$ cat config.mk
export PLATFORM = sky130hd
export DESIGN_NAME = mc_ctrl
export DESIGN_NICKNAME = d
export VERILOG_FILES = /design/src/rtl/mc_ctrl.sv
export SDC_FILE = /design/constraint.sdc
export NUM_CORES = 1
export LEC_CHECK = 0
export CAP_MARGIN = 20
export CORE_MARGIN = 2
export CORE_UTILIZATION = 29
export DETAILED_ROUTE_END_ITERATION = 8
export HOLD_SLACK_MARGIN = 0.08
export PLACE_DENSITY = 0.74
export SETUP_SLACK_MARGIN = 0.4
export SYNTH_ARGS = -nofsm -noshare
export SYNTH_HDL_FRONTEND = slang
export SYNTH_SLANG_ARGS = --single-unit
export TNS_END_PERCENT = 10
$ cat constraint.sdc
create_clock -name clk -period 1.2 [get_ports clk]
set_input_delay 0.24 -clock clk [delete_from_list [all_inputs] [get_ports clk]]
set_output_delay 0.24 -clock clk [all_outputs]
set_load 0.005 [all_outputs]
$ cat src/rtl/mc_ctrl.sv
// mc_ctrl: multi-cycle control FSM for the MIPS subset datapath
// (addu, subu, ori, lui, lw, sw, beq, j). Outputs are decoded from the
// registered state plus the latched opcode/funct, so one ALU and one memory
// port can serve fetch, execute and memory phases.
// Optional build macro DM_WAIT_EN: adds a dm_ready input and makes the
// memory states wait for it.
module mc_ctrl (
    input  logic       clk,
    input  logic       reset,
    input  logic [5:0] opcode,
    input  logic [5:0] funct,
    input  logic       zero,
`ifdef DM_WAIT_EN
    input  logic       dm_ready,
`endif
    output logic       pc_wr,
    output logic       ir_wr,
    output logic [1:0] npc_sel,
    output logic       reg_dst,
    output logic       alu_src,
    output logic [2:0] alu_op,
    output logic       ext_op,
    output logic       mem_to_reg,
    output logic       reg_wr,
    output logic       mem_wr,
    output logic       instr_done,
    output logic [3:0] state
);

    localparam logic [5:0] OP_R    = 6'b000000;
    localparam logic [5:0] FN_ADDU = 6'b100001;
    localparam logic [5:0] FN_SUBU = 6'b100011;
    localparam logic [5:0] OP_ORI  = 6'b001101;
    localparam logic [5:0] OP_LUI  = 6'b001111;
    localparam logic [5:0] OP_LW   = 6'b100011;
    localparam logic [5:0] OP_SW   = 6'b101011;
    localparam logic [5:0] OP_BEQ  = 6'b000100;
    localparam logic [5:0] OP_J    = 6'b000010;

    localparam logic [2:0] ALU_ADD = 3'b000;
    localparam logic [2:0] ALU_SUB = 3'b001;
    localparam logic [2:0] ALU_OR  = 3'b010;
    localparam logic [2:0] ALU_LUI = 3'b011;

    localparam logic [1:0] NPC_SEQ = 2'b00;
    localparam logic [1:0] NPC_BR  = 2'b01;
    localparam logic [1:0] NPC_J   = 2'b10;

    typedef enum logic [3:0] {
        S_FETCH  = 4'd0,
        S_DECODE = 4'd1,
        S_EXE    = 4'd2,
        S_MEM_RD = 4'd3,
        S_MEM_WR = 4'd4,
        S_WB_R   = 4'd5,
        S_WB_I   = 4'd6,
        S_WB_MEM = 4'd7,
        S_BRANCH = 4'd8,
        S_JUMP   = 4'd9
    } state_t;

    state_t state_q;
    state_t state_d;

    logic       is_r_alu;
    logic       is_ori;
    logic       is_lui;
    logic       is_lw;
    logic       is_sw;
    logic       is_beq;
    logic       is_j;
    logic       uses_exe;
    logic [2:0] alu_op_i;
    logic       alu_src_i;
    logic       ext_op_i;

    // Instruction class and the ALU controls it needs while the ALU result is live
    always_comb begin
        is_r_alu  = (opcode == OP_R) && ((funct == FN_ADDU) || (funct == FN_SUBU));
        is_ori    = (opcode == OP_ORI);
        is_lui    = (opcode == OP_LUI);
        is_lw     = (opcode == OP_LW);
        is_sw     = (opcode == OP_SW);
        is_beq    = (opcode == OP_BEQ);
        is_j      = (opcode == OP_J);
        uses_exe  = is_r_alu || is_ori || is_lui || is_lw || is_sw;
        alu_src_i = is_ori || is_lui || is_lw || is_sw;
        ext_op_i  = is_lw || is_sw;
        alu_op_i  = ALU_ADD;
        if ((opcode == OP_R) && (funct == FN_SUBU)) begin
            alu_op_i = ALU_SUB;
        end else if (is_ori) begin
            alu_op_i = ALU_OR;
        end else if (is_lui) begin
            alu_op_i = ALU_LUI;
        end
    end

    // State register; reset returns the sequencer to FETCH
    always_ff @(posedge clk) begin
        // NOTE: sequential state uses non-blocking assignment so every flop samples pre-edge values.
        if (reset) begin
            state_q <= S_FETCH;
        end else begin
            state_q <= state_d;
        end
    end

    // Next-state and per-state enables; everything is held low while reset is high
    always_comb begin
        // NOTE: every output gets a default first so no path through the case infers a latch.
        state_d    = state_q;
        pc_wr      = 1'b0;
        ir_wr      = 1'b0;
        npc_sel    = NPC_SEQ;
        reg_dst    = 1'b0;
        alu_src    = 1'b0;
        alu_op     = ALU_ADD;
        ext_op     = 1'b0;
        mem_to_reg = 1'b0;
        reg_wr     = 1'b0;
        mem_wr     = 1'b0;
        if (!reset) begin
            case (state_q)
                S_FETCH: begin
                    ir_wr   = 1'b1;
                    state_d = S_DECODE;
                end
                S_DECODE: begin
                    if (uses_exe) begin
                        state_d = S_EXE;
                    end else if (is_beq) begin
                        state_d = S_BRANCH;
                    end else if (is_j) begin
                        state_d = S_JUMP;
                    end else begin
                        // Unsupported: refetch the same PC
                        state_d = S_FETCH;
                    end
                end
                S_EXE: begin
                    alu_src = alu_src_i;
                    alu_op  = alu_op_i;
                    ext_op  = ext_op_i;
                    if (is_r_alu) begin
                        state_d = S_WB_R;
                    end else if (is_ori || is_lui) begin
                        state_d = S_WB_I;
                    end else if (is_lw) begin
                        state_d = S_MEM_RD;
                    end else if (is_sw) begin
                        state_d = S_MEM_WR;
                    end else begin
                        state_d = S_FETCH;
                    end
                end
                S_WB_R: begin
                    alu_src = alu_src_i;
                    alu_op  = alu_op_i;
                    ext_op  = ext_op_i;
                    reg_dst = 1'b1;
                    reg_wr  = 1'b1;
                    pc_wr   = 1'b1;
                    state_d = S_FETCH;
                end
                S_WB_I: begin
                    alu_src = alu_src_i;
                    alu_op  = alu_op_i;
                    ext_op  = ext_op_i;
                    reg_wr  = 1'b1;
                    pc_wr   = 1'b1;
                    state_d = S_FETCH;
                end
                S_MEM_RD: begin
                    alu_src = alu_src_i;
                    alu_op  = alu_op_i;
                    ext_op  = ext_op_i;
`ifdef DM_WAIT_EN
                    if (dm_ready) begin
                        state_d = S_WB_MEM;
                    end
`else
                    state_d = S_WB_MEM;
`endif
                end
                S_WB_MEM: begin
                    mem_to_reg = 1'b1;
                    reg_wr     = 1'b1;
                    pc_wr      = 1'b1;
                    state_d    = S_FETCH;
                end
                S_MEM_WR: begin
                    alu_src = alu_src_i;
                    alu_op  = alu_op_i;
                    ext_op  = ext_op_i;
                    mem_wr  = 1'b1;
`ifdef DM_WAIT_EN
                    if (dm_ready) begin
                        pc_wr   = 1'b1;
                        state_d = S_FETCH;
                    end
`else
                    pc_wr   = 1'b1;
                    state_d = S_FETCH;
`endif
                end
                S_BRANCH: begin
                    alu_op  = ALU_SUB;
                    ext_op  = 1'b1;
                    pc_wr   = 1'b1;
                    npc_sel = zero ? NPC_BR : NPC_SEQ;
                    state_d = S_FETCH;
                end
                S_JUMP: begin
                    pc_wr   = 1'b1;
                    npc_sel = NPC_J;
                    state_d = S_FETCH;
                end
                default: begin
                    state_d = S_FETCH;
                end
            endcase
        end
    end

    assign instr_done = pc_wr;
    assign state      = state_q;

endmodule

## Word-level counts from Yosys, hierarchy flattened

Index checks and enable logic that the tools add are counted.

- Flip-flop bits (word level): 4
- Input port bits: 15
- Word-level logic and storage cells: 66

- Equality and inequality tests: 17
- Multiplexer cells: 32
- Reductions and logical operators: 16

Operators by type and width:

| operator | count |
|---|---|
| $eq 6x6->1 const B | 4 |
| $eq 4x3->1 const B | 4 |
| $mux 1 | 16 |
| $pmux 4 s4 | 1 |
| $mux 3 | 5 |
| $eq 6x4->1 const B | 2 |
| $mux 4 | 3 |
| $logic_or 1x1->1 | 9 |
| $eq 4x2->1 const B | 2 |
| $eq 4x4->1 const B | 2 |
| $mux 2 | 4 |
| $eq 6x2->1 const B | 1 |
| $eq 6x3->1 const B | 1 |
| $logic_not 6->1 | 1 |
| $pmux 3 s2 | 1 |
| $reduce_or 6->1 | 1 |
| $reduce_or 5->1 | 1 |
| $eq 4x1->1 const B | 1 |
| $logic_not 4->1 | 1 |
| $pmux 2 s2 | 1 |
| $reduce_or 3->1 | 1 |
| $logic_and 1x1->1 | 2 |
| $pmux 1 s2 | 1 |

## Longest topological paths before layout

- Depth after elaboration: 9
- Depth in mapped cells: 4
- Gate-level depth less buffers: 4

## Least setup slack after synthesis

OpenSTA, ideal clock, no wires.

- Path type: register -> output
- Start point: reg state_q[0] (netlist: state[0])
- End point: out ext_op
- Arrival: 1.001 ns
- Slack: -0.041 ns
- Stages on the path, launching flop included: 5
- Buffers on the path: 1
- Cells stage by stage: dfxtp_1 -> clkbuf_1 -> nand3_1 -> nand3b_1 -> o31ai_1

- Word-level cells in the longest chain between the ends: 4
- Elaborated cells between the ends (all ways): 9
- Those cells by class: eq/ne: 6; mux: 2; reduce/logical: 1

Ends and longest elaborated chain:

| what | line | RTL |
|---|---|---|
| from (decl) | 62 | `state_t state_q;` |
| from (signal assigned) | 105 | `state_q <= state_d;` |
| $eq 4x2->1 / $eq 4x3->1 (equally long branches) | 124 | `case (state_q)` |
| $reduce_or 5->1 (no source line) | -- |  |
| $pmux 1 s2 (*) | 124 |  |
| $mux 1 (*) | 123 | `if (!reset) begin` |
| to (decl) | 22 | `output logic ext_op,` |

Every way passes the cells marked *; elsewhere a longest branch is shown, timed or not.

## Worst setup path in the final report

- Start point: reg state_q[1] (netlist: state[1])
- End point: out ext_op

The elaborated chain is that of the path after synthesis.

==> metrics.csv <==
metric,value,unit
outcome,"finished, violations left",
violations,negative setup slack,
ys_warn_count,0,
multi_input_area,468,um2
clock-sinks,4,
rows,13,
fmax,654,MHz
initial_core_util,32.3,%
setup_viol,13,
synth-compound-area-share,16.1,%
post_dp_cell_area,947,um2
setup_ws,-0.330,ns
power_density,479,nW/um2
synth_area_leaders,"dfxtp_1, nor2_1, nor3_1",
vias,734,
synth_edf_count,0,
ioPinCount,33,
slew_violations,0,
synth_simple_gate_area_share,55.2,%
h-tree-depth,1,
areaGrowthSynthToFinish,152,%
drc_errors,0,
synth_area,435,um2
numPortBuffers,31,
drive_above_1_share,70.6,%
async_flop_share,0,%
syn_inst,64,
grt_pass1_wl,2.99,mm
hold_class,in -> reg,
ir_worst_vdd,0.000571,V
fill_cells,87,
clock_skew,0.0132,ns
syn_nets,79,
start_kind,register,
die_area,1830,um2
avgSynthCellArea,6.80,um2
diodes,0,
path_buf_inv,2,
max_stage_delay,0.37,ns
track_usage,22.0,%
critical_path.top_delay_family,flip-flops,
avgRoutedWirePerCell,13.8,um
seq_area,92.6,um2
final_util,81.2,%
synth_top_family_by_area,simple AND/OR/NAND/NOR gates,
dr.pass1.iters,4,
cp_cell_sequence,nor2_4 -> nand3b_1 -> buf_6 -> o31ai_4 -> buf_2,
grt_max_degree,8,
rsz0062_at_grt,true,
routed_wl,1.94,mm
cts_hold_buf,0,
synth-seq-cells,4,
synth_mux_area_share,2.30,%
cts_root_buffer,clkbuf_4,
finalCritPeriodShare,127,%
ys.flop_type,dfxtp_1,
die_h,42.8,um
die_x,42.8,um
cts.path.max_buffers,2,
largest_reg_flops,4,
finish.instance_area,1100,um2
synth_top_area_share,18.4,%
yosysTopAreaCell,dfxtp_1,
gp_congestion,0.799,
clk_latency,0.26,ns
drtIter0Drc,8,
end_kind,output port,
ant_nets,0,
layout.nets,143,
p_leak,0.490,nW
required,0.96,ns
worstPathArrival,1.29,ns
dp_worst_setup_slack,-1.00,ns
setup.worst_path.class,reg -> out,
dp_hpwl,1.23,mm
routed_via_density,5.21,
coreArea,1350,um2
final_cell_mix,"buf_4, buf_2, nor2_1, nor3_2, buf_6",
worstPathMaxFanout,5,
grt-ovfl-total,0,
hold_viol,0,
cts_tree,done,
synthAdderAreaFrac,0,%
cts_made_buffers,3,
final_common_cell,buf_4,
synth-xor-area-share,0,%
cap_violations,0,
cp_slowest_cell,dfxtp_4,
period_minus_slack,1.53,ns
whs,0.375,ns
path_clk_slew,0.05,ns
antenna_found_initial,0,
grt_pass1_vias,727,
netlist-cell-type-count,32,
seq_area_frac_synth,18.4,%
==> repair_timing <==
action | in CTS | in global routing
hold endpoints to repair | 0 | 0
setup buffers | 8 | 0
resized for setup | 104 | 21
pin swaps | 16 | 7
endpoints found under the setup margin | 21 | 21
==> power breakdown <==
part	switching, mW	internal, mW	total [mW]
combinational	0.0884	0.113	0.201
sequential	0.00732	0.133	0.140
clock	0.0709	0.113	0.184
==> path summary, 6_finish.rpt <==
kind | start | to | slack [ns] | cells past startpoint
max | state[1] | ext_op | -0.33 | 5
min | opcode[2] | state[3] | 0.38 | 3
max reg2reg | state[2] | state[3] | 0.06 | 5
min reg2reg | state[2] | state[1] | 0.66 | 3
==> stage by stage <==
step	total power, mW	cells	setup TNS (ns)
global route	0.550	141	-4.10
CTS	0.514	141	-3.39
floorplan	0.203	64	0
detailed placement	0.321	130	-11.38
global placement	0.318	130	-11.10
finish	0.525	141	-3.24
==> cell usage after synthesis (2+ instances only) <==
cell,n
nor2_1,13
buf_4,2
a21oi_1,3
inv_1,2
dfxtp_1,4
nand3_1,2
nand3b_1,3
nor3_1,5
nor2b_1,2
o21ai_1,2
nand2_1,4
o31ai_1,2
==> cell type report <==
cell class | count | share of cell area (%)
repair buffers | 63 | 44.4
multi-input cells | 54 | 42.7
flip-flops and latches | 4 | 8.45
clock buffers | 3 | 2.05
well taps | 15 | 1.71
inverters | 2 | 0.685
==> tightest hold or removal path, stage by stage <==
cell     delay, ns
buf_2         0.13
or2b_1        0.15
a21oi_1       0.05
==> layer usage <==
metal	share of wire [%]	GRT usage (%)	up-vias	routed length [um]
met2	51	39.1	38	998
met4	5.4	16.3	0	104
met3	7.9	5.11	12	154
met5	0	0	-	0
met1	35	21.7	332	681
li1	-	-	352	-
==> logic make-up (layout without fill, tap and decap cells) <==
| group | count (synthesis) | after routing |
|---|---|---|
| AND/OR/NAND/NOR | 41 | 41 |
| other | 1 | 1 |
| AO/OA/AOI/OAI | 11 | 11 |
| buffers and inverters | 6 | 68 |
| multiplexers | 1 | 1 |
| flip-flops | 4 | 4 |
No activity file was read; power rests on OpenSTA's default activity.
